`src/rtl/fpu_pkg.sv`:
```
// Shared types and defaults for the FPU command issuer.
//   fpu_op_e    : operation encoding driven onto fpu_op_sel / rsp_op
//   iss_state_e : issuer control states
//   fpu_cmd_t   : one queued command (op + two single-precision operands)
package fpu_pkg;

  typedef enum logic [1:0] {
    OP_ADD = 2'b00,
    OP_SUB = 2'b01,
    OP_MUL = 2'b10,
    OP_DIV = 2'b11
  } fpu_op_e;

  typedef enum logic [1:0] {
    ST_IDLE,
    ST_ISSUE,
    ST_WAIT,
    ST_RESP
  } iss_state_e;

  localparam int DEF_DEPTH   = 4;
  localparam int DEF_TIMEOUT = 64;

  typedef struct packed {
    fpu_op_e     op;
    logic [31:0] a;
    logic [31:0] b;
  } fpu_cmd_t;

  localparam int CMD_W = $bits(fpu_cmd_t);  // 66

  // Last wait-counter value before the issuer gives up on the FPU.
  function automatic logic [7:0] wait_limit(input int timeout);
    return 8'(timeout - 1);
  endfunction

endpackage

```
`src/rtl/fpu_cmd_fifo.sv`:
```
// Command FIFO for the issuer.
//   clk, reset   : clock, async active-low reset (clears pointers and storage)
//   push, wdata  : write port, ignored while full
//   pop, rdata   : read port, rdata shows the head entry, pop ignored while empty
//   full, empty  : status from the wrapping pointer comparison
module fpu_cmd_fifo
  import fpu_pkg::*;
#(
  parameter int DEPTH = DEF_DEPTH,
  parameter int W     = CMD_W
) (
  input  logic         clk,
  input  logic         reset,
  input  logic         push,
  input  logic [W-1:0] wdata,
  input  logic         pop,
  output logic [W-1:0] rdata,
  output logic         full,
  output logic         empty
);

  localparam int AW = $clog2(DEPTH);

  // One extra pointer bit distinguishes full from empty when the indices match.
  logic [AW:0]  wptr, rptr;
  logic [W-1:0] mem [DEPTH];
  logic         wr_en, rd_en;

  assign wr_en = push & ~full;
  assign rd_en = pop & ~empty;

  always_ff @(posedge clk or negedge reset) begin
    if (!reset) begin
      wptr <= '0;
      rptr <= '0;
      for (int i = 0; i < DEPTH; i++) mem[i] <= '0;
    end else begin
      if (wr_en) begin
        mem[wptr[AW-1:0]] <= wdata;
        wptr              <= wptr + 1'b1;
      end
      if (rd_en) rptr <= rptr + 1'b1;
    end
  end

  assign empty = (wptr == rptr);
  assign full  = (wptr[AW] != rptr[AW]) && (wptr[AW-1:0] == rptr[AW-1:0]);
  assign rdata = mem[rptr[AW-1:0]];

endmodule

```
`src/rtl/fpu_issuer.sv`:
```
// Queues FPU commands and issues them one at a time to an external FPU,
// collecting each result (or a timeout abort) as an in-order response.
//   clk, reset                  : clock, async active-low reset
//   cmd_valid/ready, cmd_op/a/b : command intake into the FIFO
//   fpu_din1/din2/op_sel        : operands/op held from issue until the result
//   fpu_valid                   : one-cycle issue strobe
//   fpu_result, fpu_ready       : FPU return, only looked at while waiting
//   rsp_valid/ready, rsp_*      : response held until consumed
//   busy                        : work queued or in flight
module fpu_issuer
  import fpu_pkg::*;
#(
  parameter int DEPTH   = DEF_DEPTH,
  parameter int TIMEOUT = DEF_TIMEOUT
) (
  input  logic        clk,
  input  logic        reset,
  input  logic        cmd_valid,
  output logic        cmd_ready,
  input  logic [1:0]  cmd_op,
  input  logic [31:0] cmd_a,
  input  logic [31:0] cmd_b,
  output logic [31:0] fpu_din1,
  output logic [31:0] fpu_din2,
  output logic [1:0]  fpu_op_sel,
  output logic        fpu_valid,
  input  logic [31:0] fpu_result,
  input  logic        fpu_ready,
  output logic        rsp_valid,
  input  logic        rsp_ready,
  output logic [31:0] rsp_data,
  output logic [1:0]  rsp_op,
  output logic        rsp_timeout,
  output logic        busy
);

  localparam logic [7:0] WAIT_LAST = wait_limit(TIMEOUT);

  iss_state_e state;
  fpu_cmd_t   wr_cmd, head;
  logic       fifo_full, fifo_empty;
  logic       push, pop;
  logic [7:0] wait_cnt;

  assign wr_cmd = '{op: fpu_op_e'(cmd_op), a: cmd_a, b: cmd_b};

  // No bypass: a full FIFO refuses even when it is being popped this cycle.
  assign cmd_ready = ~fifo_full;
  assign push      = cmd_valid & ~fifo_full;
  // The head leaves the FIFO on the same edge that loads the FPU operands.
  assign pop       = (state == ST_IDLE) & ~fifo_empty;
  assign busy      = (state != ST_IDLE) | ~fifo_empty;

  fpu_cmd_fifo #(.DEPTH(DEPTH), .W(CMD_W)) u_fifo (
    .clk   (clk),
    .reset (reset),
    .push  (push),
    .wdata (wr_cmd),
    .pop   (pop),
    .rdata (head),
    .full  (fifo_full),
    .empty (fifo_empty)
  );

  always_ff @(posedge clk or negedge reset) begin
    if (!reset) begin
      state       <= ST_IDLE;
      wait_cnt    <= '0;
      fpu_din1    <= '0;
      fpu_din2    <= '0;
      fpu_op_sel  <= '0;
      fpu_valid   <= 1'b0;
      rsp_valid   <= 1'b0;
      rsp_data    <= '0;
      rsp_op      <= '0;
      rsp_timeout <= 1'b0;
    end else begin
      fpu_valid <= 1'b0;
      unique case (state)
        ST_IDLE: begin
          if (!fifo_empty) begin
            fpu_din1   <= head.a;
            fpu_din2   <= head.b;
            fpu_op_sel <= head.op;
            fpu_valid  <= 1'b1;   // high for exactly the ISSUE cycle
            state      <= ST_ISSUE;
          end
        end
        ST_ISSUE: begin
          wait_cnt <= '0;
          state    <= ST_WAIT;
        end
        ST_WAIT: begin
          // A result arriving on the last allowed cycle still counts.
          if (fpu_ready) begin
            rsp_data    <= fpu_result;
            rsp_op      <= fpu_op_sel;
            rsp_timeout <= 1'b0;
            rsp_valid   <= 1'b1;
            state       <= ST_RESP;
          end else if (wait_cnt == WAIT_LAST) begin
            rsp_data    <= '0;
            rsp_op      <= fpu_op_sel;
            rsp_timeout <= 1'b1;
            rsp_valid   <= 1'b1;
            state       <= ST_RESP;
          end else begin
            wait_cnt <= wait_cnt + 8'd1;
          end
        end
        ST_RESP: begin
          if (rsp_ready) begin
            rsp_valid <= 1'b0;
            state     <= ST_IDLE;
          end
        end
        default: state <= ST_IDLE;
      endcase
    end
  end

endmodule

```
`config.mk`:
```
export PLATFORM = sky130hd
export DESIGN_NAME = fpu_issuer
export DESIGN_NICKNAME = d
export VERILOG_FILES = /design/src/rtl/fpu_pkg.sv /design/src/rtl/fpu_cmd_fifo.sv /design/src/rtl/fpu_issuer.sv
export SDC_FILE = /design/constraint.sdc
export NUM_CORES = 1
export LEC_CHECK = 0
export ABC_AREA = 1
export CORE_UTILIZATION = 46
export CTS_CLUSTER_DIAMETER = 60
export DETAILED_ROUTE_END_ITERATION = 16
export PLACE_DENSITY = 0.66
export SETUP_SLACK_MARGIN = 0.1
export SLEW_MARGIN = 10
export SYNTH_ARGS = -nofsm -noshare
export SYNTH_HDL_FRONTEND = slang
export SYNTH_SLANG_ARGS = --single-unit
```
`constraint.sdc`:
```
create_clock -name clk -period 2.85 [get_ports clk]
set_input_delay 0.57 -clock clk [delete_from_list [all_inputs] [get_ports clk]]
set_output_delay 0.57 -clock clk [all_outputs]
set_load 0.03 [all_outputs]
```
== Word-level counts from Yosys, hierarchy flattened ==
Cells that the tools add are included.

* Add/sub/neg operators: 3
* Bitwise operators: 9
* Order comparisons: 3
* Mux-type cells: 25
* Reductions and logical operators: 12
* Equality and inequality tests: 12

{| class="wikitable"
|+ Operators by type and width
! kind !! number
|-
| bitwise mux 264 bit || 1
|-
| 2-to-1 mux 66 bit || 3
|-
| binary-select mux 66 bit (select 2 bit) || 1
|-
| demux 66 bit (select 2 bit) || 1
|-
| 2-to-1 mux 32 bit || 2
|-
| 2-to-1 mux 8 bit || 2
|-
| case mux 8 bit (2 select lines) || 1
|-
| 2-to-1 mux 2 bit || 6
|-
| AND reduction 3 bit || 3
|-
| adder 8 x 1 -> 8 bit, second input constant || 1
|-
| equality test 8 x 6 -> 1 bit, second input constant || 1
|-
| inequality test 2 bit, second input constant || 4
|-
| case mux 2 bit (4 select lines) || 1
|-
| nonzero test 2 bit || 4
|-
| adder 3 x 1 -> 3 bit, second input constant || 2
|-
| >= comparator 3 bit, second input constant || 2
|-
| 2-to-1 mux 1 bit || 6
|-
| NOT 2 -> 3 bit || 2
|-
| bitwise AND 1 bit || 4
|-
| equality test 2 bit, second input constant || 2
|-
| AND reduction 2 bit || 2
|-
| equality test 3 bit || 1
|-
| less-than comparator 3 x 1 -> 1 bit, second input constant || 1
|-
| inequality test 3 bit, second input constant || 1
|-
| 8 further kinds || 10
|}

* Output and inout port bits: 105
* Input port bits: 103
* Logic and storage cells: 80
* Register bits: 383

== Logic depth before layout (Yosys ltp) ==
Gate-level depths: netlist (run 1).

* Depth in word-level cells: 6
* Gate-level depth with buffers: 11
* Mapped depth without buffers: 8

== Cells and area by module ==
From an unflattened synthesis (run 1), not the netlist that was laid out.

* Cell total of the unflattened synthesis: 2136
* Area, all modules: 17666.9 µm²

{| class="wikitable"
|+ Modules (own cells, without submodules)
! module !! area each (µm²) !! sequential area each (µm²) !! instances !! cells each
|-
| fpu_cmd_fifo || 13011.2 || 6756.5 || 1 || 1599
|-
| fpu_issuer || 4655.7 || 2827.7 || 1 || 537
|}

== Worst setup path after synthesis (run 1) ==
OpenSTA, ideal clock, no wires.

* Kind: flip-flop to output port
* From: register u_fifo.rptr[0]
* To: output cmd_ready
* Buffers on the path: 3
* Data arrival time: 1139 ps
* Required time: 2280 ps
* Setup slack: 1141 ps
* Cell stages (with the launch flop): 6
* Cells stage by stage: dfrtp_1 buf_6 xnor2_2 nand3_2 buf_6 buf_2

* Cells in the longest elaborated chain, start to end: 3

{| class="wikitable"
|+ RTL lines
! item !! RTL line !! text
|-
| start: declaration || fpu_cmd_fifo.sv:25 || <nowiki>logic [AW:0] wptr, rptr;</nowiki>
|-
| start signal: assignment || fpu_cmd_fifo.sv:42 || <nowiki>if (rd_en) rptr <= rptr + 1'b1;</nowiki>
|-
| equality test 2 bit || fpu_cmd_fifo.sv:47 || <nowiki>assign full = (wptr[AW] != rptr[AW]) && (wptr[AW-1:0] == rptr[AW-1:0]);</nowiki>
|-
| logical AND 1 bit || fpu_cmd_fifo.sv:47 ||
|-
| NOT 1 bit || fpu_issuer.sv:48 || <nowiki>assign cmd_ready = ~fifo_full;</nowiki>
|-
| end: declaration || fpu_issuer.sv:19 || <nowiki>output logic cmd_ready,</nowiki>
|}

Every way passes these cells.

== Worst setup path in the final report (run 1) ==
Ends and elaborated chain as after synthesis.

==> results of run 1 <==
kinds of logic (layout without fill, tap and decap cells):
family | Yosys count | after routing
XOR/XNOR | 6 | 6
buffers and inverters | 206 | 344
adder cells (fa/ha/maj) | 11 | 11
other | 0 | 1
flip-flops | 383 | 383
AO/OA/AOI/OAI | 212 | 212
AND/OR/NAND/NOR | 1364 | 1364
power by group:
group	switching, µW	total [µW]	leakage, µW	internal (µW)
logic	8520	12700	0.00508	4180
registers	1370	9320	0.00482	7960
clock network	2230	5620	0.000711	3390
total	12100	27600	0.0106	15500
final timing paths:
kind	start	endpoint	slack, ns	depth (start not counted)
setup / recovery	u_fifo.rptr[0]	cmd_ready	0.17	3
hold / removal	u_fifo.mem[122]	u_fifo.mem[122]	0.46	2
setup reg to reg	u_fifo.rptr[1]	fpu_din2[25]	0.44	7
hold reg to reg	u_fifo.mem[122]	u_fifo.mem[122]	0.46	2
max in group asynchronous	reset	u_fifo.mem[22]	1.36	4
min in group asynchronous	reset	rsp_data[10]	0.53	2
sequential cells by signal, indices dropped and copies added, names as in the netlist:
signal       flops
rsp_valid        1
u_fifo.wptr      3
rsp_timeout      1
fpu_din1        32
wait_cnt         8
rsp_data        32
state            2
fpu_din2        32
u_fifo.mem     264
fpu_valid        1
fpu_op_sel       2
u_fifo.rptr      3
rsp_op           2
Yosys cell counts, drive strengths merged:
cell type / count
ha: 11
o22ai: 1
clkbuf: 70
nand2: 833
nand4: 266
a21oi: 6
or2: 1
xnor2: 4
nand3: 51
nor2: 212
o21ai: 205
inv: 20
nand3b: 1
buf: 116
dfrtp: 383
xor2: 2
critical path, stage by stage (launching register included):
cell and delay [ns]:
sky130_fd_sc_hd__dfrtp_4 0.52, sky130_fd_sc_hd__xnor2_2 0.27, sky130_fd_sc_hd__nand3_4 0.12, sky130_fd_sc_hd__clkdlybuf4s50_1 0.66
layer usage:
metal  GRT usage [%]  share of wire [%]  vias to the layer above
li1                -                  -                     7444
met1            36.3                 43                     7765
met2            43.9                 48                      582
met3            3.49                6.9                       81
met4            7.75                2.3                        2
met5               0              0.025                        -
per-stage QoR:
step           util [%]  hold slack (ns)  instance area [µm²]
3_3_place_gp       53.2            0.447                20100
5_1_grt            57.0            0.481                21600
3_5_place_dp       53.2            0.453                20100
2_1_floorplan         -            0.274                17800
4_1_cts            57.0            0.467                21600
6_report           57.0            0.464                21600
layout make-up:
type | count | area [µm²] | share of cell area, %
Sequential cell | 383 | 9590 | 44.5
Tap cell | 511 | 639 | 2.97
Timing Repair Buffer | 249 | 2580 | 12.0
Inverter | 20 | 77.6 | 0.360
Antenna cell | 1 | 2.50 | 0.0116
Clock inverter | 8 | 93.8 | 0.435
Clock buffer | 67 | 1340 | 6.21
Multi-Input combinational cell | 1593 | 7230 | 33.5
repair_timing:
action	4_1_cts	5_1_grt
hold buffers	1	0
endpoints found under the setup margin	1	0
hold endpoints to repair	39	0
resized for setup	1	0
==> run_summary.xml, run 1 <==
<?xml version="1.0" encoding="UTF-8"?>
<metrics>
  <group name="run_status">
    <metric name="result_of_the_run" unit="">complete, no violations</metric>
  </group>
  <group name="power">
    <metric name="power.total" unit="µW">27600</metric>
    <metric name="irDropWorstVdd" unit="V">0.00122</metric>
    <metric name="total_leakage_power" unit="µW">0.0106</metric>
    <metric name="pwr_density_cell" unit="nW/µm²">1280</metric>
  </group>
  <group name="clock_tree">
    <metric name="post_cts_setup_inserts" unit="">0</metric>
    <metric name="ctsRootBufferMaster" unit="">sky130_fd_sc_hd__clkbuf_16</metric>
    <metric name="cts_tree" unit="">built</metric>
    <metric name="clk_transition_reported_paths" unit="ns">0.06</metric>
    <metric name="clock_tree.htree_level_count" unit="">2</metric>
    <metric name="cts_buffers" unit="">43</metric>
    <metric name="cts-root-to-sink-buffers" unit="">3</metric>
    <metric name="cts.sinks" unit="">383</metric>
    <metric name="worst_skew_pair.late_latency" unit="ns">0.54</metric>
  </group>
  <group name="cells_and_area">
    <metric name="mostFrequentLayoutCell" unit="">sky130_fd_sc_hd__nand2_1</metric>
    <metric name="final.fill_count" unit="">3508</metric>
    <metric name="layoutNonFillerInstCount" unit="">2832</metric>
    <metric name="layout_common_cells" unit="">832 x sky130_fd_sc_hd__nand2_1, 381 x sky130_fd_sc_hd__dfrtp_1, 266 x sky130_fd_sc_hd__nand4_1</metric>
    <metric name="p_r_area_growth_vs_syn" unit="%">21.4</metric>
    <metric name="drive_above_1_share" unit="%">5.43</metric>
    <metric name="design.final.nets" unit="">2404</metric>
  </group>
  <group name="sta">
    <metric name="finClkSkew" unit="ns">0.0111</metric>
    <metric name="worst_pin_slew" unit="ns">0.933</metric>
    <metric name="fin_max_slew_vios" unit="">0</metric>
    <metric name="final.setup.tns" unit="ns">0</metric>
    <metric name="finalCritPeriodShare" unit="%">93.9</metric>
    <metric name="achievable-frequency" unit="GHz">0.374</metric>
    <metric name="grt_setup_unrepaired" unit="">false</metric>
    <metric name="setup_slack" unit="ns">0.174</metric>
    <metric name="setup_viol_count_final" unit="">0</metric>
    <metric name="finalCriticalPeriod" unit="ns">2.68</metric>
    <metric name="timing.max_slew.rel_slack" unit="%">37.8</metric>
    <metric name="timing_hold_violations_final" unit="">0</metric>
  </group>
  <group name="global_routing">
    <metric name="grt_max_degree" unit="">162</metric>
    <metric name="grt_pass1_wl" unit="mm">82.8</metric>
    <metric name="initial_antenna_violation_count" unit="">2</metric>
    <metric name="gr-total-overflow" unit="">0</metric>
    <metric name="grt_use_total" unit="%">26.5</metric>
    <metric name="grt_pass1_vias" unit="">15200</metric>
  </group>
  <group name="placement">
    <metric name="dp.final_hpwl" unit="mm">28.2</metric>
    <metric name="place.detailed.instances" unit="">2755</metric>
    <metric name="port-buffer-count" unit="">207</metric>
    <metric name="gp_congestion" unit="">0.786</metric>
    <metric name="place_worst_setup_slack" unit="ns">0.525</metric>
  </group>
  <group name="floorplanning">
    <metric name="initial_core_util" unit="%">46.9</metric>
    <metric name="die_w" unit="µm">198</metric>
    <metric name="count_of_standard_cell_rows" unit="">71</metric>
    <metric name="design.core.area" unit="µm²">37800</metric>
    <metric name="design.portCount" unit="">208</metric>
    <metric name="die_area" unit="µm²">39400</metric>
    <metric name="fp.dieH" unit="µm">198</metric>
  </group>
  <group name="run">
    <metric name="maximum_capacitance_violations" unit="">0</metric>
  </group>
  <group name="synth">
    <metric name="synth-seq-cells" unit="">383</metric>
    <metric name="avgSynthCellArea" unit="µm²">8.14</metric>
    <metric name="share_of_the_synthesized_area_in_compound_gates_ao_oa_aoi_oai" unit="%">5.98</metric>
    <metric name="synth.yosys.warnings" unit="">0</metric>
    <metric name="synth_simple_gate_area_share" unit="%">33.1</metric>
    <metric name="synth.distinct_cells" unit="">24</metric>
    <metric name="synth_top_family_by_area" unit="">simple AND/OR/NAND/NOR gates</metric>
    <metric name="netlist_instances" unit="">2182</metric>
    <metric name="synth_area_leader_cell" unit="">sky130_fd_sc_hd__dfrtp_1</metric>
    <metric name="yosys.area_share.xor_xnor" unit="%">0.380</metric>
    <metric name="synth.top_cells.by_area" unit="">sky130_fd_sc_hd__dfrtp_1 54%, sky130_fd_sc_hd__nand2_1 18%, sky130_fd_sc_hd__nand4_1 9.4%</metric>
    <metric name="synth_adder_area_share" unit="%">0.775</metric>
    <metric name="synth_mux_area_share" unit="%">0</metric>
    <metric name="ys_seq_area_share" unit="%">54.0</metric>
    <metric name="syn_nets" unit="">2296</metric>
    <metric name="synth_top_area_share" unit="%">54.0</metric>
    <metric name="syn_area" unit="µm²">17800</metric>
  </group>
  <group name="route">
    <metric name="wl_per_cell" unit="µm">18.2</metric>
    <metric name="detail-route-antenna-nets" unit="">0</metric>
    <metric name="dr_total_vias" unit="">15900</metric>
    <metric name="iteration_count_of_the_initial_detailed_routing_pass" unit="">5</metric>
    <metric name="initial_drc_count" unit="">1509</metric>
    <metric name="routed_wl" unit="mm">51.6</metric>
    <metric name="per_cell_via_count_in_the_routed_design" unit="">5.61</metric>
    <metric name="drt_drc_violations_left" unit="">0</metric>
  </group>
  <group name="setup_path">
    <metric name="timing.setup.critical_path_class" unit="">reg2out</metric>
    <metric name="arrival" unit="ns">2.11</metric>
    <metric name="crit_path_start_kind" unit="">flop</metric>
    <metric name="worst_path_max_fanout" unit="">3</metric>
    <metric name="worst-endpoint-required" unit="ns">2.28</metric>
    <metric name="worstSetupEndpointType" unit="">output pin</metric>
  </group>
  <group name="hold_path">
    <metric name="worst_hold_path_type" unit="">reg2reg</metric>
  </group>
</metrics>
No activity file was read; power rests on OpenSTA's default activity.
==> run 2: changes to the inputs <==
CTS_CLUSTER_SIZE = 10   (was unset)
==> run 2 against run 1 <==
  * Worst setup slack gained 0.014 ns
  * Register-to-register slack is essentially flat
  * First-iteration DRC count shrank 2.0%
  * Via count shrank 0.37%
  * Utilization shrank 0.74 points
  * Sequential power is essentially flat
  * Critical endpoint unchanged
==> run_summary.xml, run 2 (synthesis gave the netlist of run 1 again) <==
<?xml version="1.0" encoding="UTF-8"?>
<metrics>
  <group name="run_status">
    <metric name="result_of_the_run" unit="">complete, no violations</metric>
  </group>
  <group name="cells_and_area">
    <metric name="final.fill_count" unit="">3520</metric>
    <metric name="layoutNonFillerInstCount" unit="">2805</metric>
    <metric name="design.final.nets" unit="">2405</metric>
    <metric name="mostFrequentLayoutCell" unit="">sky130_fd_sc_hd__nand2_1</metric>
    <metric name="registers.top_by_ff_count" unit="">u_fifo.mem</metric>
    <metric name="p_r_area_growth_vs_syn" unit="%">19.8</metric>
    <metric name="layout_common_cells" unit="">832 x sky130_fd_sc_hd__nand2_1, 381 x sky130_fd_sc_hd__dfrtp_1, 266 x sky130_fd_sc_hd__nand4_1</metric>
    <metric name="drive_above_1_share" unit="%">4.67</metric>
    <metric name="largest_register_ff_count" unit="">264</metric>
  </group>
  <group name="route">
    <metric name="drt_drc_violations_left" unit="">0</metric>
    <metric name="iteration_count_of_the_initial_detailed_routing_pass" unit="">5</metric>
    <metric name="wl_per_cell" unit="µm">18.3</metric>
    <metric name="per_cell_via_count_in_the_routed_design" unit="">5.64</metric>
    <metric name="detail-route-antenna-nets" unit="">0</metric>
    <metric name="dr_total_vias" unit="">15800</metric>
    <metric name="routed_wl" unit="mm">51.3</metric>
    <metric name="initial_drc_count" unit="">1479</metric>
  </group>
  <group name="sta">
    <metric name="timing_hold_violations_final" unit="">0</metric>
    <metric name="fin_max_slew_vios" unit="">0</metric>
    <metric name="grt_setup_unrepaired" unit="">false</metric>
    <metric name="finClkSkew" unit="ns">0.0136</metric>
    <metric name="timing.max_slew.rel_slack" unit="%">36.9</metric>
    <metric name="finalCriticalPeriod" unit="ns">2.66</metric>
    <metric name="achievable-frequency" unit="GHz">0.376</metric>
    <metric name="setup_viol_count_final" unit="">0</metric>
    <metric name="finalCritPeriodShare" unit="%">93.4</metric>
    <metric name="worst_pin_slew" unit="ns">0.946</metric>
    <metric name="holdWs" unit="ns">0.464</metric>
    <metric name="final.setup.tns" unit="ns">0</metric>
  </group>
  <group name="power">
    <metric name="power.combinational.fraction" unit="%">47.2</metric>
    <metric name="clock_power_share" unit="%">18.1</metric>
    <metric name="netSwitchingFraction" unit="%">44.4</metric>
    <metric name="power.total" unit="µW">26900</metric>
    <metric name="cell_internal_pwr" unit="µW">14900</metric>
    <metric name="p_switching" unit="µW">11900</metric>
    <metric name="total_leakage_power" unit="µW">0.0105</metric>
    <metric name="irDropWorstVdd" unit="V">0.00119</metric>
    <metric name="pwr_density_cell" unit="nW/µm²">1260</metric>
    <metric name="p_seq_share" unit="%">34.7</metric>
  </group>
  <group name="floorplanning">
    <metric name="design.portCount" unit="">208</metric>
    <metric name="fp.dieH" unit="µm">198</metric>
    <metric name="die_w" unit="µm">198</metric>
    <metric name="die_area" unit="µm²">39400</metric>
    <metric name="initial_core_util" unit="%">46.9</metric>
    <metric name="count_of_standard_cell_rows" unit="">71</metric>
    <metric name="design.core.area" unit="µm²">37800</metric>
  </group>
  <group name="clock_tree">
    <metric name="ctsRootBufferMaster" unit="">sky130_fd_sc_hd__clkbuf_16</metric>
    <metric name="worst_skew_pair.late_latency" unit="ns">0.53</metric>
    <metric name="cts-root-to-sink-buffers" unit="">3</metric>
    <metric name="clock_tree.htree_level_count" unit="">2</metric>
    <metric name="cts_buffers" unit="">44</metric>
    <metric name="post_cts_setup_inserts" unit="">0</metric>
    <metric name="clk_transition_reported_paths" unit="ns">0.06</metric>
    <metric name="cts_tree" unit="">built</metric>
    <metric name="cts.sinks" unit="">383</metric>
  </group>
  <group name="hold_path">
    <metric name="worst_hold_path_type" unit="">reg2reg</metric>
  </group>
  <group name="placement">
    <metric name="place.detailed.instances" unit="">2755</metric>
    <metric name="dp.final_hpwl" unit="mm">28.2</metric>
    <metric name="port-buffer-count" unit="">207</metric>
    <metric name="gp_congestion" unit="">0.786</metric>
  </group>
  <group name="setup_path">
    <metric name="arrival" unit="ns">2.09</metric>
    <metric name="worst_path_max_fanout" unit="">3</metric>
    <metric name="timing.setup.critical_path_class" unit="">reg2out</metric>
    <metric name="timing.reg2reg.setup_slack" unit="ns">0.45</metric>
    <metric name="worstSetupEndpointType" unit="">output pin</metric>
    <metric name="crit_path_start_kind" unit="">flop</metric>
    <metric name="worst-endpoint-required" unit="ns">2.28</metric>
  </group>
  <group name="global_routing">
    <metric name="gr-total-overflow" unit="">0</metric>
    <metric name="grt_pass1_vias" unit="">15200</metric>
    <metric name="grt_pass1_wl" unit="mm">82.3</metric>
    <metric name="grt_max_degree" unit="">162</metric>
    <metric name="grt_use_total" unit="%">26.2</metric>
    <metric name="initial_antenna_violation_count" unit="">2</metric>
  </group>
  <group name="run">
    <metric name="maximum_capacitance_violations" unit="">0</metric>
  </group>
</metrics>
-- run 2: power groups by stage --
| stage | logic, µW | registers [µW] | clock network, µW |
|---|---|---|---|
| finish | 12700 | 9320 | 4850 |
| global route | 14100 | 9590 | 5140 |
| CTS | 12700 | 9300 | 4940 |
| detailed placement | 12700 | 9360 | 0 |
| global placement | 12500 | 9270 | 0 |
| floorplan | 7490 | 10300 | 0 |
-- run 2: worst paths after layout --
check | start | to | depth (start not counted)
worst max-delay path | u_fifo.rptr[0] | cmd_ready | 3
worst min-delay path | u_fifo.mem[167] | u_fifo.mem[167] | 2
worst max register to register | u_fifo.rptr[1] | fpu_din2[12] | 6
worst min register to register | u_fifo.mem[167] | u_fifo.mem[167] | 2
max in group asynchronous | reset | u_fifo.mem[222] | 4
min in group asynchronous | reset | rsp_data[10] | 2
-- run 2: worst max-delay path: stages, from the launching register on --
cell                              delay (ns)
sky130_fd_sc_hd__dfrtp_4                0.52
sky130_fd_sc_hd__xnor2_2                0.26
sky130_fd_sc_hd__nand3_4                0.12
sky130_fd_sc_hd__clkdlybuf4s50_1        0.66
-- run 2: what timing repair did --
item | in CTS | in global routing
endpoints found under the setup margin | 1 | 0
gates resized for setup | 1 | 0
hold buffers | 1 | 0
endpoints found under the hold margin | 5 | 0
-- run 2: metal layers --
layer	GRT usage, %	part of all wire [%]	up-vias
li1	-	-	7427
met1	36.0	43	7718
met2	43.8	48	600
met3	3.53	7.1	69
met4	6.78	1.9	2
met5	0	0.033	-
-- run 2: area by class of cell --
| cell class | count | area (µm²) | area share [%] |
|---|---|---|---|
| antenna | 1 | 2.50 | 0.0118 |
| timing repair buffer | 249 | 2580 | 12.1 |
| inverter | 20 | 77.6 | 0.365 |
| clock inverter | 1 | 7.51 | 0.0353 |
| sequential | 383 | 9590 | 45.1 |
| multi-input combinational | 1593 | 7230 | 34.0 |
| tap | 511 | 639 | 3.00 |
| clock buffer | 47 | 1140 | 5.37 |
-- run 2: per-stage QoR --
step           worst slack, ns  util [%]  cell area (µm²)
4_1_cts                  0.154      56.2            21300
2_1_floorplan             1.14         -            17800
6_report                 0.188      56.2            21300
3_3_place_gp             0.525      53.2            20100
5_1_grt                  0.123      56.2            21300
3_5_place_dp             0.525      53.2            20100
==> run 3: changes to the inputs <==
GPL_TIMING_DRIVEN = 0   (was unset)
==> run 3 against run 2 <==
  * Clock skew grew 0.0062 ns
  * Cell area grew 2.1%
  * Utilization grew 1.2 points
  * Critical path type unchanged
==> run_summary.xml, run 3 (synthesis gave the netlist of run 1 again) <==
<?xml version="1.0" encoding="UTF-8"?>
<metrics>
  <group name="setup_path">
    <metric name="worst_path_max_fanout" unit="">4</metric>
    <metric name="cp-startpoint" unit="">state[0]</metric>
    <metric name="crit_path_start_kind" unit="">flop</metric>
    <metric name="worstReg2RegStart" unit="">u_fifo.wptr[0]</metric>
    <metric name="timing.setup.critical_path_class" unit="">reg2out</metric>
    <metric name="timing.reg2reg.worst_path_depth" unit="">6</metric>
    <metric name="arrival" unit="ns">2.10</metric>
    <metric name="worst-endpoint-required" unit="ns">2.28</metric>
    <metric name="timing.reg2reg.setup_slack" unit="ns">0.44</metric>
    <metric name="worstSetupEndpointType" unit="">output pin</metric>
    <metric name="worst_flop_to_flop_path_endpoint" unit="">u_fifo.mem[97]</metric>
  </group>
  <group name="route">
    <metric name="initial_drc_count" unit="">1340</metric>
    <metric name="dr.max_layer_used" unit="">met5</metric>
    <metric name="dr_total_vias" unit="">16500</metric>
    <metric name="routedLengthMet1" unit="mm">23.6</metric>
    <metric name="per_cell_via_count_in_the_routed_design" unit="">5.59</metric>
    <metric name="drt_drc_violations_left" unit="">0</metric>
    <metric name="wl_per_cell" unit="µm">18.5</metric>
    <metric name="routed-wl-met2" unit="mm">25.2</metric>
    <metric name="detail-route-antenna-nets" unit="">0</metric>
    <metric name="detailed_route_wirelength_on_metal3" unit="mm">4.06</metric>
    <metric name="routed_wl" unit="mm">54.7</metric>
    <metric name="iteration_count_of_the_initial_detailed_routing_pass" unit="">7</metric>
  </group>
  <group name="clock_tree">
    <metric name="cts-root-to-sink-buffers" unit="">3</metric>
    <metric name="cts_tree" unit="">built</metric>
    <metric name="clk_transition_reported_paths" unit="ns">0.05</metric>
    <metric name="cts.sinks" unit="">383</metric>
    <metric name="ctsRootBufferMaster" unit="">sky130_fd_sc_hd__clkbuf_16</metric>
    <metric name="worst_skew_pair.late_latency" unit="ns">0.57</metric>
    <metric name="cts_buffers" unit="">44</metric>
    <metric name="clock_tree.htree_level_count" unit="">2</metric>
  </group>
  <group name="cells_and_area">
    <metric name="p_r_area_growth_vs_syn" unit="%">22.4</metric>
    <metric name="layout_common_cells" unit="">832 x sky130_fd_sc_hd__nand2_1, 383 x sky130_fd_sc_hd__dfrtp_1, 266 x sky130_fd_sc_hd__nand4_1</metric>
    <metric name="registers.top_by_ff_count" unit="">u_fifo.mem</metric>
    <metric name="design.final.nets" unit="">2552</metric>
    <metric name="mostFrequentLayoutCell" unit="">sky130_fd_sc_hd__nand2_1</metric>
    <metric name="largest_register_ff_count" unit="">264</metric>
    <metric name="drive_above_1_share" unit="%">6.26</metric>
    <metric name="fin_util" unit="%">57.4</metric>
    <metric name="final.fill_count" unit="">3620</metric>
  </group>
  <group name="power">
    <metric name="pwr_density_cell" unit="nW/µm²">1270</metric>
    <metric name="clock_power_share" unit="%">17.9</metric>
    <metric name="p_switching" unit="µW">12400</metric>
    <metric name="power.total" unit="µW">27600</metric>
    <metric name="netSwitchingFraction" unit="%">44.8</metric>
    <metric name="power.combinational.fraction" unit="%">48.7</metric>
    <metric name="p_seq_share" unit="%">33.4</metric>
    <metric name="irDropWorstVdd" unit="V">0.000641</metric>
    <metric name="total_leakage_power" unit="µW">0.0107</metric>
    <metric name="cell_internal_pwr" unit="µW">15300</metric>
  </group>
  <group name="placement">
    <metric name="dp.final_hpwl" unit="mm">37.5</metric>
    <metric name="gp_congestion" unit="">0.861</metric>
    <metric name="port-buffer-count" unit="">206</metric>
  </group>
  <group name="floorplanning">
    <metric name="initial_core_util" unit="%">46.9</metric>
    <metric name="die_w" unit="µm">198</metric>
    <metric name="count_of_standard_cell_rows" unit="">71</metric>
    <metric name="design.core.area" unit="µm²">37800</metric>
    <metric name="design.portCount" unit="">208</metric>
    <metric name="fp.dieH" unit="µm">198</metric>
    <metric name="die_area" unit="µm²">39400</metric>
  </group>
  <group name="sta">
    <metric name="achievable-frequency" unit="GHz">0.374</metric>
    <metric name="final.setup.tns" unit="ns">0</metric>
    <metric name="worst_pin_slew" unit="ns">0.974</metric>
    <metric name="finalCriticalPeriod" unit="ns">2.67</metric>
    <metric name="timing_hold_violations_final" unit="">0</metric>
    <metric name="finalCritPeriodShare" unit="%">93.9</metric>
    <metric name="holdWs" unit="ns">0.464</metric>
    <metric name="setup_viol_count_final" unit="">0</metric>
    <metric name="grt_setup_unrepaired" unit="">false</metric>
    <metric name="fin_max_slew_vios" unit="">0</metric>
    <metric name="finClkSkew" unit="ns">0.0198</metric>
    <metric name="timing.max_slew.rel_slack" unit="%">35.1</metric>
  </group>
  <group name="global_routing">
    <metric name="initial_antenna_violation_count" unit="">3</metric>
    <metric name="grt_pass1_vias" unit="">16000</metric>
    <metric name="gr-total-overflow" unit="">0</metric>
    <metric name="grt_use_total" unit="%">28.5</metric>
    <metric name="grt_max_degree" unit="">108</metric>
    <metric name="grt_pass1_wl" unit="mm">87.8</metric>
  </group>
  <group name="hold_path">
    <metric name="hold_path_depth" unit="">2</metric>
    <metric name="holdPathEnd" unit="">u_fifo.mem[74]</metric>
    <metric name="worst_hold_path_type" unit="">reg2reg</metric>
    <metric name="holdCritStartpoint" unit="">u_fifo.mem[74]</metric>
  </group>
  <group name="run">
    <metric name="maximum_capacitance_violations" unit="">0</metric>
  </group>
  <group name="run_status">
    <metric name="result_of_the_run" unit="">complete, no violations</metric>
  </group>
</metrics>
==> run 3: metal layers <==
| layer | GRT usage (%) | up-vias |
|---|---|---|
| li1 | - | 7730 |
| met1 | 39.3 | 8002 |
| met2 | 44.9 | 657 |
| met3 | 5.37 | 124 |
| met4 | 10.5 | 6 |
| met5 | 0 | - |
==> run 3: per-stage QoR <==
stage | cells | area [µm²] | setup slack (ns)
global placement | 2899 | 20500 | -15.91
floorplan | 2182 | 17800 | 1.14
finish | 2956 | 21700 | 0.175
CTS | 2955 | 21700 | 0.110
global route | 2954 | 21700 | 0.147
detailed placement | 2902 | 20500 | 0.345
==> run 3: worst max path at each step <==
stage	to	slack (ns)	depth (start not counted)
after global routing	busy	0.15	4
after CTS	cmd_ready	0.11	6
after floorplan	cmd_ready	1.14	5
after global placement	fpu_din1[6]	-15.91	1
final	busy	0.18	4
after detailed placement	cmd_ready	0.34	6
==> run 3: worst max-delay path, stage by stage, from the launching register on <==
cell and delay [ns]:
sky130_fd_sc_hd__dfrtp_1 0.41, sky130_fd_sc_hd__inv_1 0.13, sky130_fd_sc_hd__ha_1 0.27, sky130_fd_sc_hd__nand4_1 0.28
sky130_fd_sc_hd__dlygate4sd2_1 0.45
==> run 3: layout make-up <==
| cell class | count | area (µm²) | share of cell area [%] |
|---|---|---|---|
| sequential | 383 | 9580 | 44.1 |
| multi-input combinational | 1593 | 7150 | 32.9 |
| timing repair buffer | 211 | 2170 | 9.97 |
| clock buffer | 48 | 1150 | 5.28 |
| buffer | 185 | 948 | 4.36 |
| tap | 511 | 639 | 2.94 |
| inverter | 20 | 75.1 | 0.345 |
| clock inverter | 3 | 22.5 | 0.104 |
| antenna | 2 | 5.00 | 0.0230 |
==> run 3: power groups by stage <==
| stage | Clock, µW | Combinational, µW | Sequential, µW |
|---|---|---|---|
| floorplan | 0 | 7490 | 10300 |
| detailed placement | 0 | 13300 | 9280 |
| finish | 4950 | 13400 | 9230 |
| global placement | 0 | 13100 | 9250 |
| global route | 5230 | 14900 | 9510 |
| CTS | 5050 | 13400 | 9220 |
==> run 3: repair_timing <==
item                                    CTS  global route
pin swaps                                 1             0
resized for setup                         4             0
hold buffers                              1             0
endpoints found under the hold margin     2             0
endpoints found under the setup margin    2             1
buffers inserted                          1             0
